$ cat src/rtl/clk_enable_gen_pkg.sv
// -----------------------------------------------------------------------------
// clk_enable_pkg
// Shared constants and helpers for the fractional clock-enable generator.
//   ACC_W_DEF            default phase accumulator width
//   STEP_25M175_AT_100M  step for a 25.175 MHz enable from a 100 MHz clock
//   STEP_25M_AT_100M     step for a 25 MHz enable from a 100 MHz clock
//   step_for()           rounded step for f_out from f_clk at ACC_W_DEF bits
//   ch_idx_w()           width of a channel index (never below 1)
// -----------------------------------------------------------------------------
package clk_enable_pkg;

  localparam int ACC_W_DEF = 32;

  localparam logic [31:0] STEP_25M175_AT_100M = 32'd1081258017;
  localparam logic [31:0] STEP_25M_AT_100M    = 32'h4000_0000;

  // step = round(f_out * 2^ACC_W / f_clk); the half-divisor term does the rounding.
  function automatic logic [ACC_W_DEF-1:0] step_for(input longint unsigned f_out_hz,
                                                    input longint unsigned f_clk_hz);
    longint unsigned num;
    num = (f_out_hz << ACC_W_DEF) + (f_clk_hz >> 1);
    return ACC_W_DEF'(num / f_clk_hz);
  endfunction

  function automatic int ch_idx_w(input int num_ch);
    return (num_ch <= 2) ? 1 : $clog2(num_ch);
  endfunction

endpackage

$ cat src/rtl/clk_enable_gen_if.sv
// -----------------------------------------------------------------------------
// clk_enable_gen_if
// Control/status bundle of the clock-enable generator.
//   wr_en, wr_ch, wr_step  step write strobe, target channel, new step
//   phase_rst              resynchronise all accumulators
//   tick                   per-channel one-cycle enable pulses
//   ch_locked, locked      per-channel and global lock status
// master: the controller driving writes; slave: the generator.
// -----------------------------------------------------------------------------
interface clk_enable_gen_if
  import clk_enable_pkg::*;
#(
  parameter int NUM_CH = 4,
  parameter int ACC_W  = ACC_W_DEF
);
  localparam int CH_W = ch_idx_w(NUM_CH);

  logic              wr_en;
  logic [CH_W-1:0]   wr_ch;
  logic [ACC_W-1:0]  wr_step;
  logic              phase_rst;
  logic [NUM_CH-1:0] tick;
  logic [NUM_CH-1:0] ch_locked;
  logic              locked;

  modport master (
    output wr_en, wr_ch, wr_step, phase_rst,
    input  tick, ch_locked, locked
  );

  modport slave (
    input  wr_en, wr_ch, wr_step, phase_rst,
    output tick, ch_locked, locked
  );

endinterface

$ cat src/rtl/clk_enable_gen_channel.sv
// -----------------------------------------------------------------------------
// clk_enable_channel
// One phase-accumulator enable channel with a single pending-step slot.
//   i_clk, i_rst   system clock, synchronous active-high reset
//   i_started      startup period elapsed; gates ticks and lock
//   i_wr           write strobe for this channel (already decoded)
//   i_wr_step      step value carried by the write
//   i_phase_rst    zero the accumulator and apply any pending step now
//   o_tick         registered one-cycle enable pulse
//   o_locked       running at the programmed step with no write pending
// -----------------------------------------------------------------------------
module clk_enable_channel #(
  parameter int               ACC_W        = 32,
  parameter logic [ACC_W-1:0] DEFAULT_STEP = '0
) (
  input  logic             i_clk,
  input  logic             i_rst,
  input  logic             i_started,
  input  logic             i_wr,
  input  logic [ACC_W-1:0] i_wr_step,
  input  logic             i_phase_rst,
  output logic             o_tick,
  output logic             o_locked
);

  logic [ACC_W-1:0] r_acc;
  logic [ACC_W-1:0] r_step;
  logic [ACC_W-1:0] r_pend_step;
  logic             r_pending;
  logic             r_tick_p1;
  logic             r_locked;

  logic [ACC_W:0]   w_sum;
  logic             w_carry;
  logic             w_apply;

  assign w_sum   = {1'b0, r_acc} + {1'b0, r_step};
  assign w_carry = w_sum[ACC_W];

  // A pending step is swapped in only at a period boundary so no enable period
  // is ever shortened or stretched. A zero step never carries, so it would
  // otherwise wait forever; switch it on the next cycle instead.
  assign w_apply = r_pending & (w_carry | (r_step == '0));

  // ---- stage p0 -> p1: accumulate, register tick and lock ----
  always_ff @(posedge i_clk) begin
    if (i_rst) begin
      r_acc     <= '0;
      r_step    <= DEFAULT_STEP;
      r_pending <= 1'b0;
      r_tick_p1 <= 1'b0;
      r_locked  <= 1'b0;
    end else if (i_phase_rst) begin
      // Resync: a write in the same cycle goes straight into step.
      r_acc     <= '0;
      r_tick_p1 <= 1'b0;
      r_pending <= 1'b0;
      r_locked  <= i_started;
      if (i_wr) begin
        r_step <= i_wr_step;
      end else if (r_pending) begin
        r_step <= r_pend_step;
      end
    end else begin
      r_acc     <= w_sum[ACC_W-1:0];
      // The tick of the boundary cycle still belongs to the old step.
      r_tick_p1 <= w_carry & i_started;
      if (w_apply) begin
        r_step <= r_pend_step;
      end
      // A write landing on the switch cycle stays pending for the next boundary.
      if (i_wr) begin
        r_pending <= 1'b1;
        r_locked  <= 1'b0;
      end else if (w_apply) begin
        r_pending <= 1'b0;
        r_locked  <= i_started;
      end else begin
        r_locked  <= i_started & ~r_pending;
      end
    end
  end

  // Pending slot holds data only; its validity lives in r_pending.
  always_ff @(posedge i_clk) begin
    if (i_wr && !i_phase_rst) begin
      r_pend_step <= i_wr_step;
    end
  end

  assign o_tick   = r_tick_p1;
  assign o_locked = r_locked;

endmodule

$ cat src/rtl/clk_enable_gen.sv
// -----------------------------------------------------------------------------
// clk_enable_gen
// Runtime-programmable fractional clock-enable generator, NUM_CH channels.
// Average tick rate of channel i = f_clk * step[i] / 2^ACC_W.
//   i_clk          system clock
//   i_rst          synchronous active-high reset
//   bus (slave)    wr_en/wr_ch/wr_step step writes, phase_rst resync,
//                  tick[NUM_CH] enables, ch_locked[NUM_CH], locked
// Parameters: NUM_CH (1..16), ACC_W, DEFAULT_STEP (packed per channel, ch0 in
// the low bits), STARTUP_CYCLES (1..65535) before any tick may assert.
// -----------------------------------------------------------------------------
module clk_enable_gen
  import clk_enable_pkg::*;
#(
  parameter int                      NUM_CH         = 4,
  parameter int                      ACC_W          = ACC_W_DEF,
  parameter logic [NUM_CH*ACC_W-1:0] DEFAULT_STEP   = {NUM_CH{STEP_25M175_AT_100M}},
  parameter int                      STARTUP_CYCLES = 16
) (
  input  logic             i_clk,
  input  logic             i_rst,
  clk_enable_gen_if.slave  bus
);

  localparam int              CH_W    = ch_idx_w(NUM_CH);
  localparam int              CNT_W   = $clog2(STARTUP_CYCLES + 1);
  localparam logic [CNT_W-1:0] CNT_MAX = CNT_W'(STARTUP_CYCLES);

  logic [CNT_W-1:0]  r_cnt;
  logic              r_locked;
  logic              w_started;
  logic [NUM_CH-1:0] w_wr;
  logic [NUM_CH-1:0] w_tick;
  logic [NUM_CH-1:0] w_ch_locked;

  // ---- startup counter: counts up once, then holds ----
  always_ff @(posedge i_clk) begin
    if (i_rst) begin
      r_cnt <= '0;
    end else if (r_cnt != CNT_MAX) begin
      r_cnt <= r_cnt + 1'b1;
    end
  end

  assign w_started = (r_cnt == CNT_MAX);

  genvar g;
  generate
    for (g = 0; g < NUM_CH; g++) begin : g_ch
      // Only existing channels get a decode line, so an out-of-range index
      // matches nothing and the write is dropped.
      assign w_wr[g] = bus.wr_en && (bus.wr_ch == CH_W'(g));

      clk_enable_channel #(
        .ACC_W        (ACC_W),
        .DEFAULT_STEP (DEFAULT_STEP[g*ACC_W +: ACC_W])
      ) u_ch (
        .i_clk       (i_clk),
        .i_rst       (i_rst),
        .i_started   (w_started),
        .i_wr        (w_wr[g]),
        .i_wr_step   (bus.wr_step),
        .i_phase_rst (bus.phase_rst),
        .o_tick      (w_tick[g]),
        .o_locked    (w_ch_locked[g])
      );
    end
  endgenerate

  // ---- global lock: registered reduction of the per-channel lock bits ----
  always_ff @(posedge i_clk) begin
    if (i_rst) begin
      r_locked <= 1'b0;
    end else begin
      r_locked <= w_started & (&w_ch_locked);
    end
  end

  assign bus.tick      = w_tick;
  assign bus.ch_locked = w_ch_locked;
  assign bus.locked    = r_locked;

endmodule

$ cat src/flat_wrapper.sv
// flat-port wrapper written by rule: the top's interface ports become plain ports
module clk_enable_gen_flat import clk_enable_pkg::*;
#(
  parameter int                      NUM_CH         = 4,
  parameter int                      ACC_W          = ACC_W_DEF,
  parameter logic [NUM_CH*ACC_W-1:0] DEFAULT_STEP   = {NUM_CH{STEP_25M175_AT_100M}},
  parameter int                      STARTUP_CYCLES = 16
)
  (i_clk, i_rst, bus_wr_en, bus_wr_ch, bus_wr_step, bus_phase_rst, bus_tick, bus_ch_locked, bus_locked);
  clk_enable_gen_if #(.NUM_CH(NUM_CH), .ACC_W(ACC_W)) bus_i ();
  input  logic i_clk;
  input  logic i_rst;
  input wire logic [$bits(bus_i.wr_en)-1:0] bus_wr_en;
  input wire logic [$bits(bus_i.wr_ch)-1:0] bus_wr_ch;
  input wire logic [$bits(bus_i.wr_step)-1:0] bus_wr_step;
  input wire logic [$bits(bus_i.phase_rst)-1:0] bus_phase_rst;
  output wire logic [$bits(bus_i.tick)-1:0] bus_tick;
  output wire logic [$bits(bus_i.ch_locked)-1:0] bus_ch_locked;
  output wire logic [$bits(bus_i.locked)-1:0] bus_locked;
  assign bus_i.wr_en = bus_wr_en;
  assign bus_i.wr_ch = bus_wr_ch;
  assign bus_i.wr_step = bus_wr_step;
  assign bus_i.phase_rst = bus_phase_rst;
  assign bus_tick = bus_i.tick;
  assign bus_ch_locked = bus_i.ch_locked;
  assign bus_locked = bus_i.locked;
  clk_enable_gen #(.NUM_CH(NUM_CH), .ACC_W(ACC_W), .DEFAULT_STEP(DEFAULT_STEP), .STARTUP_CYCLES(STARTUP_CYCLES)) u_core (.i_clk(i_clk), .i_rst(i_rst), .bus(bus_i));
endmodule
$ cat config.mk
export PLATFORM = sky130hd
export DESIGN_NAME = clk_enable_gen_flat
export DESIGN_NICKNAME = d
export VERILOG_FILES = /design/src/rtl/clk_enable_gen_pkg.sv /design/src/rtl/clk_enable_gen_if.sv /design/src/rtl/clk_enable_gen_channel.sv /design/src/rtl/clk_enable_gen.sv /design/src/flat_wrapper.sv
export SDC_FILE = /design/constraint.sdc
export NUM_CORES = 1
export LEC_CHECK = 0
export CORE_MARGIN = 4
export CORE_UTILIZATION = 47
export DETAILED_ROUTE_END_ITERATION = 10
export PLACE_DENSITY_LB_ADDON = 0.3
export SYNTH_ARGS = -nofsm -noshare
export SYNTH_HDL_FRONTEND = slang
export SYNTH_SLANG_ARGS = --single-unit
export TNS_END_PERCENT = 100
$ cat constraint.sdc
create_clock -name i_clk -period 4.9 [get_ports i_clk]
set_input_delay 0.98 -clock i_clk [delete_from_list [all_inputs] [get_ports i_clk]]
set_output_delay 0.98 -clock i_clk [all_outputs]
set_load 0.02 [all_outputs]
==> results of run 1 <==
==> final cells by class <==
class	instances	area (um2)	area share
multi-input cells	1582	10800	0.472
repair buffers	67	628	0.0273
inverters	34	128	0.00556
well taps	585	732	0.0319
flip-flops and latches	402	9330	0.406
clock buffers	51	1090	0.0477
clock inverters	25	221	0.00964
==> cells in the mapped netlist (all sizes together), types with 17 or more instances <==
cell	instances
a211oi	115
a21o	64
a21oi	153
a31oi	51
buf	36
clkbuf	72
dfxtp	274
edfxtp	128
ha	130
inv	34
mux2i	123
nand2	94
nand3	28
nand4	31
nor2	278
nor3	85
nor4	37
o211ai	20
o21a	20
o21ai	77
o21bai	17
xnor2	53
xor2	45
==> sequential cells by signal (all words and copies together), names as in the netlist <==
register / flops
u_core.g_ch.u_ch.r_pending: 4
u_core.g_ch.u_ch.r_pend_step: 128
u_core.g_ch.u_ch.r_step: 128
u_core.g_ch.u_ch.o_tick: 4
u_core.bus.locked: 1
u_core.g_ch.u_ch.o_locked: 4
u_core.r_cnt: 5
u_core.g_ch.u_ch.r_acc: 128
==> metal layers <==
layer	track usage	routed length (um)	vias up
li1	-	-	7929
met1	0.292	24200	7487
met2	0.334	22700	356
met3	0.0368	2620	78
met4	0.0613	1380	4
met5	0	19	-
==> where the power goes <==
part           switching [mW]  total [mW]  internal, mW
logic                   0.519       0.839         0.321
clock network            1.34        3.10          1.76
registers              0.0696        3.63          3.56
total                    1.93        7.57          5.64
==> cells by family after synthesis <==
family                     after synthesis  share of synthesized area
and+or+nand+nor                        650                      0.147
DFF                                    402                      0.449
buffers and inverters                  142                     0.0308
adders and majority gates              134                     0.0822
xor gates and xnor gates                98                     0.0413
AOI/OAI and AO/OA                      568                      0.185
muxes                                  132                     0.0642
==> how the worst max path moves through the flow <==
| stage | endpoint | slack (ns) | cells after the start |
|---|---|---|---|
| final | u_core.g_ch[0].u_ch.r_step[4] | 1.44 | 11 |
| after CTS | u_core.g_ch[0].u_ch.r_step[4] | 1.47 | 11 |
| after detailed placement | u_core.g_ch[0].u_ch.r_step[4] | 1.17 | 9 |
| after floorplan | u_core.g_ch[0].u_ch.r_pend_step[0] | 0.64 | 3 |
| after global placement | u_core.g_ch[0].u_ch.r_step[10] | 1.28 | 9 |
| after global routing | u_core.g_ch[0].u_ch.r_step[7] | 1.13 | 11 |
==> worst min-delay path, stage by stage, from the launching register on <==
cell and delay (ns):
dfxtp_1 0.33, a21oi_1 0.07, nor2_1 0.07
==> per-stage QoR <==
step                      utilization  cells  setup WS [ns]
after floorplan                     -   2126          0.644
after global placement          0.499   2670           1.28
after detailed placement        0.499   2670           1.17
after CTS                       0.530   2746           1.47
after global routing            0.530   2746           1.13
final                           0.530   2746           1.44
==> flow_summary.yaml, run 1 <==
outcome:
  status: "finished clean"
sta:
  max_slew.worst_pin.slew_ns: 1.04
  maxSlewHeadroom: 0.306
  whs_ns: 0.507
  max_freq_mhz: 289
  final.min_clock_period_ns: 3.46
  maxSlewViolCount: 0
  setup_tns_ns: 0
  fin_crit_sh: 0.706
  hold_violations: 0
  setup_viol: 0
  rsz0062_at_grt: "no"
  finClkSkew_ns: 0.0190
yosys:
  synth_top_area_cell: "dfxtp_1"
  synth.area.top_cells: "dfxtp_1, edfxtp_1, ha_1"
  synth_flop_cell: "dfxtp_1"
  ys_seq_elements: 402
  netlist.area_leader.share: 0.264
  syn_inst: 2126
  synth_warnings: 0
  synth_area_per_cell_um2: 9.77
  async_flop_share: 0
  synth_cell_type_count: 77
  synth_seq_area_share: 0.449
  syn_area_um2: 20800
  synth_nets: 2298
  synth-edff-count: 128
worst_setup_path:
  cp.buffers_inverters: 1
  endpoint_kind: "register"
  arrival_ns: 3.91
  path_max_fanout: 45
  r2r_cells: 11
  r2r_slack_ns: 1.44
  start_kind: "register"
  r2r_end: "u_core.g_ch[0].u_ch.r_step[4]"
  cp_slowest_stage_delay_ns: 0.83
  cpMaxStageDelayCell: "a21oi_4"
  cp_cell_sequence: "ha_1 > fa_1 > a211oi_1 > o21bai_1 > a21o_1 > a211o_1 > o211ai_2 > a21oi_4 > buf_4 > nor2_1 > a211oi_1"
  r2r-start: "u_core.g_ch[0].u_ch.r_step[0]"
  cp_top_family: "compound AO/OA/AOI/OAI gates"
  startpoint: "u_core.g_ch[0].u_ch.r_step[0]"
  cp.required_ns: 5.35
  worstSetupPathType: "register to register"
  crit_top_cell: "a211oi_1"
finish:
  diodes: 0
  area_delta_synth_final_pct: 10.6
  final_common_cell: "nor2_1"
  fin_nets: 2301
  final_cell_mix: "nor2_1, dfxtp_1, a21oi_1, ha_1, edfxtp_1"
  fillers: 3915
  drive_gt1_frac: 0.0648
  fin_area_um2: 23000
clock_network:
  cts.repair.resized: 0
  postCtsSetupBuffers: 0
  cts_root_buffer: "clkbuf_16"
  cts_buffers: 42
  cts_tree: "built"
  path_clk_slew_ns: 0.06
  ctsHoldBuffers: 0
  htree_levels: 2
  clock_path_buffers: 3
  clock-sinks: 402
  clock_latency_ns: 0.55
power_and_ir_drop:
  peakVddDrop_v: 0.000198
  p_per_area_nw_per_um2: 329
  p_total_mw: 7.57
  p_leak_nw: 8.94
floorplanning:
  core-area_um2: 43400
  floorplan.initialDensity: 0.479
  rows: 76
  die_h_um: 218
  ioPinCount: 47
  die_w_um: 218
  dieArea_um2: 47600
detailed_routing:
  initialDrtViolationCount: 1018
  wire_per_inst_um: 18.5
  detail-route-antenna-nets: 0
  routed_wl_um: 50800
  vias: 15900
  drc_errors: 0
  first_pass_iters: 7
  routed_via_density: 5.77
hold_path:
  min_from: "u_core.g_ch[3].u_ch.r_pending"
  hold_path_end: "u_core.g_ch[3].u_ch.r_pending"
  hold_depth: 2
  hp-class: "register to register"
placement:
  detailed_place_hpwl_um: 35700
  io_buffers: 46
  gp_congestion: 0.922
  placed_area_um2: 21700
grt:
  grt_overflow: 0
  grt_antenna_before_repair: 2
  grt_pass1_wl_um: 81300
  first_global_vias: 15200
  grt_max_degree: 84
  grt_usage: 0.209
job:
  timing.max_cap.violations: 0
(Power assumes the default switching activity.)
==> run 2: changes to the inputs <==
clock period = 3.45 ns   (was 4.9 ns; I/O delays follow)
==> run 2 against run 1 <==
Net effect: clock power rose by 57%; critical path depth stayed put; sequential share of layout area shrank 0.55 points; total power rose by 49%; sequential power is 42% higher; worst hold slack better by 0.0075 ns; combinational power grew 44%.
==> flow_summary.yaml, run 2 (synthesized netlist as in run 1, its figures left out) <==
outcome:
  status: "finished clean"
floorplanning:
  core-area_um2: 43400
  die_h_um: 218
  ioPinCount: 47
  dieArea_um2: 47600
  die_w_um: 218
  rows: 76
  floorplan.initialDensity: 0.479
clock_network:
  clock_path_buffers: 3
  cts_root_buffer: "clkbuf_16"
  clock-sinks: 402
  ctsHoldBuffers: 0
  cts.repair.resized: 0
  cts_buffers: 43
  postCtsSetupBuffers: 0
  cts_tree: "built"
  clock_latency_ns: 0.55
  htree_levels: 2
  path_clk_slew_ns: 0.06
worst_setup_path:
  cp_top_family: "compound AO/OA/AOI/OAI gates"
  cp.buffers_inverters: 1
  path_max_fanout: 64
  arrival_ns: 3.65
  cp.required_ns: 3.85
  endpoint_kind: "register"
  cpMaxStageDelayCell: "fa_1"
  cp_slowest_stage_delay_ns: 0.44
  cp_cell_sequence: "ha_1 > fa_1 > a211oi_1 > o211ai_1 > a21oi_1 > o21ai_2 > a31oi_2 > o211ai_4 > buf_4 > nor3_1 > a31oi_1"
  worstSetupPathType: "register to register"
  start_kind: "register"
grt:
  grt_pass1_wl_um: 83800
  grt_max_degree: 79
  grt_overflow: 0
  first_global_vias: 15500
  grt_antenna_before_repair: 0
  grt_usage: 0.217
hold_path:
  hp-class: "register to register"
sta:
  maxSlewViolCount: 0
  hold_violations: 0
  max_slew.worst_pin.slew_ns: 1.00
  setup_viol: 0
  fin_crit_sh: 0.942
  setup_tns_ns: 0
  final.min_clock_period_ns: 3.25
  rsz0062_at_grt: "no"
  worst_slack_ns: 0.200
  maxSlewHeadroom: 0.333
  finClkSkew_ns: 0.0121
  max_freq_mhz: 308
placement:
  gp_congestion: 0.910
  pre_cts_ws_ns: 0.245
  io_buffers: 46
  detailed_place_hpwl_um: 37000
  placed_area_um2: 21800
power_and_ir_drop:
  p_leak_nw: 9.09
  p_per_area_nw_per_um2: 483
  peakVddDrop_v: 0.000282
finish:
  final_cell_mix: "nor2_1, dfxtp_1, a21oi_1, ha_1, edfxtp_1"
  fin_area_um2: 23300
  area_delta_synth_final_pct: 12.1
  reg.largest.list: "u_core.g_ch.u_ch.r_acc: 128 flops, u_core.g_ch.u_ch.r_pend_step: 128 flops, u_core.g_ch.u_ch.r_step: 128 flops"
  drive_gt1_frac: 0.0731
  fin_nets: 2312
  final_common_cell: "nor2_1"
job:
  timing.max_cap.violations: 0
detailed_routing:
  first_pass_iters: 5
  drc_errors: 0
  routed_wl_um: 52400
  wire_per_inst_um: 19.0
  vias: 16100
  routed_via_density: 5.81
  detail-route-antenna-nets: 0
  initialDrtViolationCount: 1151
run 2: cell type report:
type,instances,area (um2)
fill,3896,20100
antenna,1,2.50
multi-input combinational,1582,10800
timing repair buffer,77,766
clock buffer,53,1140
tap,585,732
sequential,402,9330
inverter,34,128
clock inverter,27,339
run 2: path summary, 6_finish.rpt:
path                                                    start                              to  slack, ns  cells past startpoint
worst min register to register                u_core.r_cnt[4]                 u_core.r_cnt[4]       0.51                      2
worst max-delay path            u_core.g_ch[1].u_ch.r_step[0]  u_core.g_ch[1].u_ch.r_step[30]       0.20                     11
worst max register to register  u_core.g_ch[1].u_ch.r_step[0]  u_core.g_ch[1].u_ch.r_step[30]       0.20                     11
worst min-delay path                          u_core.r_cnt[4]                 u_core.r_cnt[4]       0.51                      2
run 2: worst reg2reg max path: cells and delay by family (launching register included):
| kind | cells | cell delay (ns) |
|---|---|---|
| AOI/OAI and AO/OA | 7 | 1.53 |
| adders and majority gates | 2 | 0.68 |
| DFF | 1 | 0.33 |
| buffers and inverters | 1 | 0.33 |
| and+or+nand+nor | 1 | 0.24 |
run 2: power breakdown:
part           internal, mW  total (mW)  switching [mW]
registers              5.05        5.16           0.102
logic                 0.466        1.21           0.748
clock network          2.90        4.88            1.98
total                  8.42        11.3            2.83
run 2: metal layers:
| layer | wire, um | vias up | GRT usage |
|---|---|---|---|
| met5 | 0 | - | 0 |
| met4 | 1440 | 0 | 0.0661 |
| met3 | 2540 | 61 | 0.0270 |
| met2 | 23600 | 397 | 0.345 |
| met1 | 24900 | 7629 | 0.310 |
| li1 | - | 7963 | - |
run 2: per-stage QoR:
step / total power, mW / hold slack [ns] / std cells / utilization
floorplan: 6.09 / 0.425 / 2126 / -
global placement: 6.42 / 0.483 / 2680 / 0.503
detailed placement: 6.45 / 0.499 / 2680 / 0.503
CTS: 11.3 / 0.513 / 2760 / 0.537
global route: 11.7 / 0.552 / 2760 / 0.537
finish: 11.3 / 0.515 / 2761 / 0.537
==> run 3: changes to the inputs <==
--- a/constraint.sdc
+++ b/constraint.sdc
@@ -3,2 +3,2 @@
 set_output_delay 0.69 -clock i_clk [all_outputs]
-set_load 0.02 [all_outputs]
+set_load 0.01 [all_outputs]
==> results of run 3 <==
Same layout as run 2 (identical final DEF). Status: finished clean.
